### config.mk
export PLATFORM = sky130hd
export DESIGN_NAME = cond_logic
export DESIGN_NICKNAME = d
export VERILOG_FILES = /design/src/rtl/arm_pkg.sv /design/src/rtl/cond_check.sv /design/src/rtl/cond_logic.sv
export SDC_FILE = /design/constraint.sdc
export NUM_CORES = 1
export LEC_CHECK = 0
export ABC_AREA = 0
export CAP_MARGIN = 20
export CORE_MARGIN = 5
export CORE_UTILIZATION = 56
export CTS_CLUSTER_DIAMETER = 150
export CTS_CLUSTER_SIZE = 14
export DETAILED_ROUTE_END_ITERATION = 12
export DONT_BUFFER_PORTS = 1
export PLACE_DENSITY = 0.74
export SLEW_MARGIN = 20
export SYNTH_ARGS = -nofsm -noshare
export SYNTH_HDL_FRONTEND = slang
export SYNTH_SLANG_ARGS = --single-unit
### constraint.sdc
create_clock -name clk -period 1.7 [get_ports clk]
set_input_delay 0.085 -clock clk [delete_from_list [all_inputs] [get_ports clk]]
set_output_delay 0.085 -clock clk [all_outputs]
set_load 0.02 [all_outputs]
### src/rtl/arm_pkg.sv
// Shared ARM datapath definitions: condition-code encoding and NZCV flag positions.
package arm_pkg;

   typedef enum logic [3:0] {
      EQ = 4'b0000, NE = 4'b0001, CS = 4'b0010, CC = 4'b0011,
      MI = 4'b0100, PL = 4'b0101, VS = 4'b0110, VC = 4'b0111,
      HI = 4'b1000, LS = 4'b1001, GE = 4'b1010, LT = 4'b1011,
      GT = 4'b1100, LE = 4'b1101, AL = 4'b1110, NV = 4'b1111
   } cond_e;

   localparam int FLAG_N = 3;
   localparam int FLAG_Z = 2;
   localparam int FLAG_C = 1;
   localparam int FLAG_V = 0;

   localparam int FLAGW_NZ = 1;
   localparam int FLAGW_CV = 0;

endpackage

### src/rtl/cond_check.sv
// Combinational ARM condition-code evaluator against the architectural NZCV flags.
module cond_check
   import arm_pkg::*;
(
   input  logic [3:0] Cond,
   input  logic [3:0] Flags,
   output logic       CondEx
);

   logic n, z, c, v;

   assign n = Flags[FLAG_N];
   assign z = Flags[FLAG_Z];
   assign c = Flags[FLAG_C];
   assign v = Flags[FLAG_V];

   // NV is architecturally unpredictable; this datapath treats it as never-execute.
   always_comb begin
      CondEx = 1'b0;
      case (cond_e'(Cond))
         EQ:      CondEx = z;
         NE:      CondEx = ~z;
         CS:      CondEx = c;
         CC:      CondEx = ~c;
         MI:      CondEx = n;
         PL:      CondEx = ~n;
         VS:      CondEx = v;
         VC:      CondEx = ~v;
         HI:      CondEx = c & ~z;
         LS:      CondEx = ~c | z;
         GE:      CondEx = (n == v);
         LT:      CondEx = (n != v);
         GT:      CondEx = ~z & (n == v);
         LE:      CondEx = z | (n != v);
         AL:      CondEx = 1'b1;
         default: CondEx = 1'b0;
      endcase
   end

endmodule

### src/rtl/cond_logic.sv
// Conditional-execution unit: NZCV flag register, write/branch strobe gating and
// saturating executed/skipped instruction counters.
module cond_logic
   import arm_pkg::*;
#(
   parameter int COUNT_W = 16
) (
   input  logic               clk,
   input  logic               reset_n,
   input  logic               en,
   input  logic [3:0]         Cond,
   input  logic [3:0]         ALUFlags,
   input  logic [1:0]         FlagW,
   input  logic               PCS,
   input  logic               RegW,
   input  logic               MemW,
   output logic               PCSrc,
   output logic               RegWrite,
   output logic               MemWrite,
   output logic               CondEx,
   output logic [3:0]         Flags,
   output logic [COUNT_W-1:0] ExecCount,
   output logic [COUNT_W-1:0] SkipCount
);

   logic [1:0] flagWrite;

   // Evaluated from the registered flags only, so an instruction never sees its own ALU result.
   cond_check u_cond_check (
      .Cond   (Cond),
      .Flags  (Flags),
      .CondEx (CondEx)
   );

   assign flagWrite = FlagW & {2{CondEx}};
   assign PCSrc     = PCS  & CondEx;
   assign RegWrite  = RegW & CondEx;
   assign MemWrite  = MemW & CondEx;

   always_ff @(posedge clk or negedge reset_n) begin
      if (!reset_n) begin
         Flags <= 4'b0000;
      end else if (en) begin
         if (flagWrite[FLAGW_NZ])
            Flags[FLAG_N:FLAG_Z] <= ALUFlags[FLAG_N:FLAG_Z];
         if (flagWrite[FLAGW_CV])
            Flags[FLAG_C:FLAG_V] <= ALUFlags[FLAG_C:FLAG_V];
      end
   end

   // Exactly one counter advances per retired instruction; both stick at all-ones.
   always_ff @(posedge clk or negedge reset_n) begin
      if (!reset_n) begin
         ExecCount <= '0;
         SkipCount <= '0;
      end else if (en) begin
         if (CondEx) begin
            if (ExecCount != '1)
               ExecCount <= ExecCount + 1'b1;
         end else begin
            if (SkipCount != '1)
               SkipCount <= SkipCount + 1'b1;
         end
      end
   end

endmodule
* Word-level counts from Yosys, hierarchy flattened *
Index checks and enable logic that the tools add are counted.

storage, ports and cells
  word-level logic and storage cells = 43
  register bits = 36
  bits of input ports = 16

cells by class
  add/subtract/negate cells = 2
  equality and inequality tests = 18
  reductions and logical operators = 5
  bitwise operators = 13
  muxes and demuxes = 1

operators with widths
  cell                     count
  $add A16 B1 Y16 const B  2
  $ne A16 B16 Y1 const B   2
  $eq A4 B4 Y1 const B     7
  $eq A4 B3 Y1 const B     4
  $pmux W1 S15             1
  $eq A4 B2 Y1 const B     2
  $reduce_and A3 Y1        2
  $and A1 B1 Y1            5
  $not A1 Y1               5
  $eq A4 B1 Y1 const B     1
  $logic_not A4 Y1         1
  $reduce_and A2 Y1        2
  $and A2 B2 Y2            1
  $or A1 B1 Y1             2
  $eq A1 B1 Y1             1
  $ne A1 B1 Y1             1

* Depth between registers and ports, before layout *
Gate-level depths: netlist of run 1.

  word-level depth = 5
  gate-level depth with buffers = 8
  depth with buffers taken out = 7

* Modules after synthesis *
A second synthesis of run 1 with hierarchy kept.

unflattened totals
  cells, all modules = 188
  area, all modules = 1961.9 um^2

modules (own cells, without submodules)
  module      cells an instance  instances  area an instance (um^2)
  cond_logic  160                1          1767.9
  cond_check  28                 1          193.9

* Worst setup path after synthesis of run 1 *
Ideal clock, no wire load.

  kind = register to register
  start = register SkipCount[4]
  end = register SkipCount[8]
  slack = -349 ps
  stages on the path, launching flop included = 8
  arrival = 1916 ps
  setup time = 134 ps
  path through = dfrtp_1 and4_1 nand3_1 o31a_1 o2111ai_2 buf_2 nor2_1 xor2_1

between the ends
  longest elaborated chain between the ends = 2
  elaborated cells on any way between the ends = 3
  those cells by class = add/sub: 1; eq/ne: 1; reduce/logical: 1

ends and longest elaborated chain
  item                                                     RTL line          source
  start: declaration                                       cond_logic.sv:23  output logic [COUNT_W-1:0] SkipCount
  start signal: assignment                                 cond_logic.sv:62  SkipCount <= SkipCount + 1'b1;
  branches (longest 2 deep; another with $add A16 B1 Y16)  -

Parallel ways; which one is timed is not known.
A chain may end at the register's enable or synchronous reset.

* Worst setup path in the final report of run 1 *
  start = register Flags[3]
  end = output PCSrc

between the ends
  longest elaborated chain between the ends = 4
  elaborated cells on any way between the ends = 7
  those cells by class = eq/ne: 2; mux: 1; bitwise: 4

ends and longest elaborated chain
  item                                           RTL line                            source
  start: declaration                             cond_logic.sv:21                    output logic [3:0] Flags,
  start signal: indexed assignment               cond_logic.sv:45                    Flags[FLAG_N:FLAG_Z] <= ALUFlags[FLAG_N:FLAG_Z];
  start signal: indexed assignment               cond_logic.sv:47                    Flags[FLAG_C:FLAG_V] <= ALUFlags[FLAG_C:FLAG_V];
  $ne A1 B1 Y1 or $eq A1 B1 Y1 (tied branches)   -
  $or A1 B1 Y1 or $and A1 B1 Y1 (tied branches)  cond_check.sv:34, cond_check.sv:33
  $pmux W1 S15 *                                 cond_check.sv:20                    case (cond_e'(Cond))
  $and A1 B1 Y1 *                                cond_logic.sv:36                    assign PCSrc = PCS & CondEx;
  end: declaration                               cond_logic.sv:17                    output logic PCSrc,

Mark *: on every way between the ends. The rest lies on a longest branch, timed or not.

==> results of run 1 <==
per-layer routing:
| metal | vias up | global-route usage |
|---|---|---|
| li1 | 790 | - |
| met1 | 856 | 0.305 |
| met2 | 61 | 0.390 |
| met3 | 11 | 0.0551 |
| met4 | 0 | 0.0781 |
| met5 | - | 0 |
layout make-up:
class                      count  area share
multi-input combinational    140       0.423
sequential                    36       0.321
timing repair buffer          65       0.198
clock buffer                   7      0.0229
tap                           46      0.0202
clock inverter                 1      0.0106
inverter                       3     0.00396
kinds of logic after synthesis:
| family | Yosys count | synth area share |
|---|---|---|
| XOR/XNOR | 33 | 0.147 |
| AND/OR/NAND/NOR | 90 | 0.275 |
| AO/OA/AOI/OAI | 6 | 0.0298 |
| multiplexers | 9 | 0.0501 |
| adder cells (fa/ha/maj) | 2 | 0.0127 |
| flip-flops | 36 | 0.457 |
| buffers and inverters | 12 | 0.0286 |
stage by stage:
| stage | total power [mW] | hold WS [ps] | utilization | TNS (ps) |
|---|---|---|---|---|
| finish | 3.83 | 22.4 | 0.846 | -11230 |
| global placement | 2.64 | -209 | 0.732 | -2450 |
| CTS | 3.67 | 4.02 | 0.827 | -10330 |
| global route | 4.02 | 55.8 | 0.846 | -14340 |
| floorplan | 2.20 | -211 | - | -1750 |
| detailed placement | 2.72 | -209 | 0.732 | -5580 |
power by group through the flow:
stage          clock, mW  sequential [mW]  combinational, mW
2_1_floorplan          0             1.52              0.682
3_3_place_gp           0             1.22               1.42
3_5_place_dp           0             1.25               1.47
4_1_cts            0.690             1.22               1.77
5_1_grt            0.738             1.25               2.03
6_report           0.690             1.23               1.91
cells in the final DEF, fill, tap and decap left out, drive strengths merged, types with 6 or more instances in the layout:
cell	synthesis	layout
nor4	6	6
xnor2	18	18
nor3	7	7
and3	15	15
nand4	12	12
clkbuf	5	7
dlygate4sd3	0	6
nand2	11	11
buf	4	59
nand3	17	17
mux2	7	7
xor2	15	15
dfrtp	36	36
nor2	9	9
worst paths after layout:
path                                       endpoint  slack (ps)  cells past startpoint
max                                           PCSrc        -360                      6
min                        ExecCount[7]$_DFFE_PN0P_          20                      4
max in group asynchronous  ExecCount[6]$_DFFE_PN0P_        1300                      2
min reg2reg                ExecCount[3]$_DFFE_PN0P_         570                      1
max reg2reg                    Flags[3]$_DFFE_PN0P_        -350                      8
min in group asynchronous  ExecCount[0]$_DFFE_PN0P_         180                      2
worst register-to-register path: cells and delay by family, from the launching register on:
family	cells	cell delay, ps
multiplexers	2	610
AND/OR/NAND/NOR	3	470
flip-flops	1	440
buffers and inverters	2	300
AO/OA/AOI/OAI	1	120
state kept, by name (all words and copies together) (netlist names):
name       cells
ExecCount     16
Flags          4
SkipCount     16
what timing repair did:
action,in CTS,in global routing
setup endpoints to repair,39,40
hold buffers,7,0
resized for setup,26,7
endpoints found under the hold margin,53,0
pin swaps,13,6
buffers inserted,6,2
==> run_results.csv, run 1 <==
group,metric,value,unit
routing,post_drt_wl_per_cell,18.8,microns
critical_path,startpoint,"Flags[3]$_DFFE_PN0P_",
run,drv_cap,0,
synthesis,yosysTopAreaCellShare,0.457,
routing,vias,1718,
place,place_ws,-245,ps
place,dpl_cell_area,2460,sq um
critical_path,path_cells,"xor2_2 > mux2i_2 > nor4_4 > o211ai_2 > buf_6 > and2_4",
floorplanning,dieHeight,69.3,microns
clock_network,cts_tree,"yes",
critical_path,path_buf_inv,1,
power,combPwrFrac,0.500,
hold_path,hold_start,"en",
run_status,violations,"setup timing",
timing,finalCritPeriodShare,1.21,
routing,route.detailed.drc,0,
cells_and_area,nets,269,
timing,rsz0062_at_grt,"true",
power,netSwitchingFraction,0.390,
timing,relSlewSlack,0.617,
synthesis,netlist_instances,188,
global_route,grt.total_usage,0.236,
power,power.density,1350,nW/um^2
synthesis,synth_common_cells,"dfrtp_1 (36), xnor2_1 (18), nand3_1 (17)",
synthesis,synth-edff-count,0,
synthesis,synth_nets,206,
cells_and_area,stdcell_count,298,
floorplanning,die_x,69.3,microns
place,dpl.hpwl,3650,microns
routing,wl_met1,2390,microns
floorplanning,coreArea,3360,sq um
timing,fmaxAchievable,486,MHz
routing,drtIter0Drc,92,
timing,setup_viol,40,
synthesis,synth_ff_type,"dfrtp_1",
critical_path,arrival,1970,ps
timing,drv_slew,0,
clock_network,clkTransAtPathRegs,110,ps
clock_network,cts_num_sinks,36,
cells_and_area,drive_gt1_frac,0.472,
place,gp_congestion,0.868,
place,io_buffers,0,
routing,wl_met3,311,microns
power,clkPwrFrac,0.180,
timing,finalHoldViolations,0,
routing,wl,5590,microns
critical_path,cp_top_family,"simple AND/OR/NAND/NOR gates",
clock_network,clk_path_buf_depth,2,
cells_and_area,fin_area,2850,sq um
critical_path,crit_required,1620,ps
critical_path,crit_fanout,6,
timing,fin_skew,16.3,ps
critical_path,endpoint_kind,"primary output",
cells_and_area,synthToLayoutAreaGrowth,44.3,%
place,dp_cells,275,
power,p_switching,1.49,mW
floorplanning,dieArea,4810,sq um
power,leakagePower,1.34,nW
synthesis,ys_seq_area_frac,0.457,
synthesis,synth-async-reset-ratio,1.00,
synthesis,synth.avg_cell_area,10.5,sq um
synthesis,post_synth_num_cell_types,35,
cells_and_area,multi_input_area,1200,sq um
synthesis,synth.area.top_cells,"dfrtp_1 (46%), xnor2_1 (8.0%), xor2_1 (6.7%)",
routing,antenna_left,0,
timing,fin_crit,2060,ps
run_status,status,"finished, violations left",
floorplanning,io_pins,56,
critical_path,worstSetupPathType,"register to primary output",
synthesis,synth_seq_cells,36,
global_route,grt_max_degree,37,
critical_path,max_stage_delay,440,ps
global_route,antenna_found_initial,0,
floorplanning,row_count,21,
clock_network,clock_latency,350,ps
routing,top_layer,"met4",
synthesis,yosys.area.top_type,"dfrtp_1",
hold_path,hold_class,"primary input to register",
synthesis,syn_area,1970,sq um
critical_path,r2r-start,"Flags[3]$_DFFE_PN0P_",
power,p_int,2.34,mW
cells_and_area,antennaDiodeCount,0,
clock_network,cts-root-buf,"clkbuf_4",
timing,worst_pin_slew,572,ps
global_route,grt_pass1_vias,1792,
clock_network,cts_buffers,5,
critical_path,cp-start-kind,"register",
synthesis,yosysWarnings,0,
critical_path,slowest_stage,"dfrtp_2",
timing,timing.final.ws_setup,-359,ps
routing,dr.pass1.iters,4,
floorplanning,initial_core_util,0.586,
routing,wl_met2,2780,microns
power,max-vdd-ir-drop,880,uV
routing,routed_via_density,5.77,
power,seqPwrFrac,0.320,
cells_and_area,fillCellCount,190,
global_route,grt_pass1_wl,9160,microns
clock_network,htreeDepth,2,
synthesis,yosysMostFrequentCell,"dfrtp_1",
cells_and_area,seqCellArea,915,sq um
global_route,overflow,0,
(Power assumes the default switching activity.)
==> run 2: changes to the inputs <==
- HOLD_SLACK_MARGIN: unset -> 0.05
==> run 2 against run 1 <==
The run still ends with setup timing left. Power about the same. Setup slack got worse by 2.6 ps. Count of clock-buffer cells in the layout stayed put. Sequential power about the same. Hold slack improved by 40 ps. Sequential cell count is the same. Non-clock buffer count unchanged. Wire length fell by 0.14%.
==> run_results.csv, run 2 (synthesis results as in run 1) <==
group,metric,value,unit
timing,worst_pin_slew,587,ps
clock_network,cts_num_sinks,36,
floorplanning,dieArea,4810,sq um
floorplanning,row_count,21,
global_route,grt_pass1_vias,1793,
cells_and_area,post-route-util,0.846,
clock_network,cts_buffers,5,
cells_and_area,seqCellArea,915,sq um
floorplanning,coreArea,3360,sq um
critical_path,crit_required,1620,ps
routing,antenna_left,0,
global_route,grt_max_degree,37,
cells_and_area,mostFrequentLayoutCells,"buf_4 (50), dfrtp_1 (25), xnor2_1 (16), xor2_1 (14), nand3_1 (14)",
floorplanning,initial_core_util,0.586,
power,power.density,1350,nW/um^2
cells_and_area,fillCellCount,190,
run,drv_cap,0,
power,power,3.83,mW
place,place_ws,-245,ps
place,gp_congestion,0.868,
place,dpl.hpwl,3650,microns
floorplanning,die_x,69.3,microns
critical_path,worstSetupPathType,"register to primary output",
timing,drv_slew,0,
clock_network,htreeDepth,2,
cells_and_area,drive_gt1_frac,0.472,
place,dpl_cell_area,2460,sq um
critical_path,slowest_stage,"dfrtp_2",
clock_network,clkTransAtPathRegs,120,ps
critical_path,path_buf_inv,1,
cells_and_area,antennaDiodeCount,0,
timing,relSlewSlack,0.608,
critical_path,max_stage_delay,440,ps
timing,fmaxAchievable,485,MHz
global_route,overflow,0,
global_route,antenna_found_initial,0,
critical_path,endpoint_kind,"primary output",
critical_path,crit_fanout,6,
critical_path,cp-start-kind,"register",
routing,routed_via_density,5.81,
power,leakagePower,1.34,nW
cells_and_area,largestRegisters,"ExecCount x16, SkipCount x16, Flags x4",
clock_network,cts_tree,"yes",
routing,vias,1730,
critical_path,path_cells,"xor2_2 > mux2i_2 > nor4_4 > o211ai_2 > buf_6 > and2_4",
global_route,grt.total_usage,0.236,
timing,finalHoldViolations,0,
power,max-vdd-ir-drop,880,uV
clock_network,clk_path_buf_depth,2,
cells_and_area,multi_input_area,1200,sq um
global_route,grt_pass1_wl,9160,microns
routing,drtIter0Drc,107,
run_status,status,"finished, violations left",
floorplanning,dieHeight,69.3,microns
place,dp_cells,275,
timing,holdWs,62.4,ps
clock_network,clock_latency,350,ps
cells_and_area,stdcell_count,298,
routing,dr.pass1.iters,4,
timing,fin_crit,2060,ps
timing,setup_tns,-11280,ps
timing,timing.final.ws_setup,-362,ps
cells_and_area,fin_area,2850,sq um
run_status,violations,"setup timing",
hold_path,hold_class,"primary input to register",
cells_and_area,synthToLayoutAreaGrowth,44.3,%
timing,setup_viol,40,
routing,post_drt_wl_per_cell,18.7,microns
routing,wl,5580,microns
cells_and_area,nets,269,
timing,finalCritPeriodShare,1.21,
cells_and_area,layout_commonest_cell,"buf_4",
place,io_buffers,0,
critical_path,cp_top_family,"simple AND/OR/NAND/NOR gates",
critical_path,arrival,1980,ps
timing,fin_skew,13.2,ps
floorplanning,io_pins,56,
clock_network,cts-root-buf,"clkbuf_4",
routing,route.detailed.drc,0,
timing,rsz0062_at_grt,"true",
-- run 2: cell counts in the layout (fill, tap and decap cells not counted) --
Identical to the previous run, type by type.
-- run 2: timing repair --
item | 4_1_cts | 5_1_grt
hold buffers | 7 | 0
endpoints found under the hold margin | 54 | 0
setup buffers | 6 | 2
pin swaps | 13 | 6
setup endpoints to repair | 39 | 40
resized for setup | 26 | 7
-- run 2: layout make-up --
| class | instances | share of cell area |
|---|---|---|
| multi-input cells | 140 | 0.423 |
| inverters | 3 | 0.00396 |
| clock buffers | 7 | 0.0229 |
| repair buffers | 65 | 0.198 |
| well taps | 46 | 0.0202 |
| flip-flops and latches | 36 | 0.321 |
| clock inverters | 1 | 0.0106 |
-- run 2: metal layers --
metal | part of all wire | vias up | routed length [microns] | track usage
li1 | - | 793 | - | -
met1 | 0.43 | 859 | 2390 | 0.305
met2 | 0.49 | 62 | 2760 | 0.390
met3 | 0.052 | 16 | 291 | 0.0551
met4 | 0.025 | 0 | 138 | 0.0781
met5 | 0 | - | 0 | 0
-- run 2: worst paths after layout --
kind / to / cells after the start / from / slack, ps
max reg2reg: Flags[3]$_DFFE_PN0P_ / 8 / Flags[3]$_DFFE_PN0P_ / -360
min: Flags[1]$_DFFE_PN0P_ / 2 / FlagW[0] / 60
max: PCSrc / 6 / Flags[3]$_DFFE_PN0P_ / -360
min in group asynchronous: ExecCount[0]$_DFFE_PN0P_ / 2 / reset_n / 180
max in group asynchronous: ExecCount[6]$_DFFE_PN0P_ / 2 / reset_n / 1310
min reg2reg: ExecCount[3]$_DFFE_PN0P_ / 1 / ExecCount[3]$_DFFE_PN0P_ / 570
-- run 2: power by group --
group | leakage [nW] | internal (mW) | total, mW | switching, mW
combinational | 0.832 | 0.891 | 1.91 | 1.02
sequential | 0.456 | 1.06 | 1.23 | 0.171
clock | 0.0515 | 0.390 | 0.690 | 0.299
total | 1.34 | 2.34 | 3.83 | 1.49
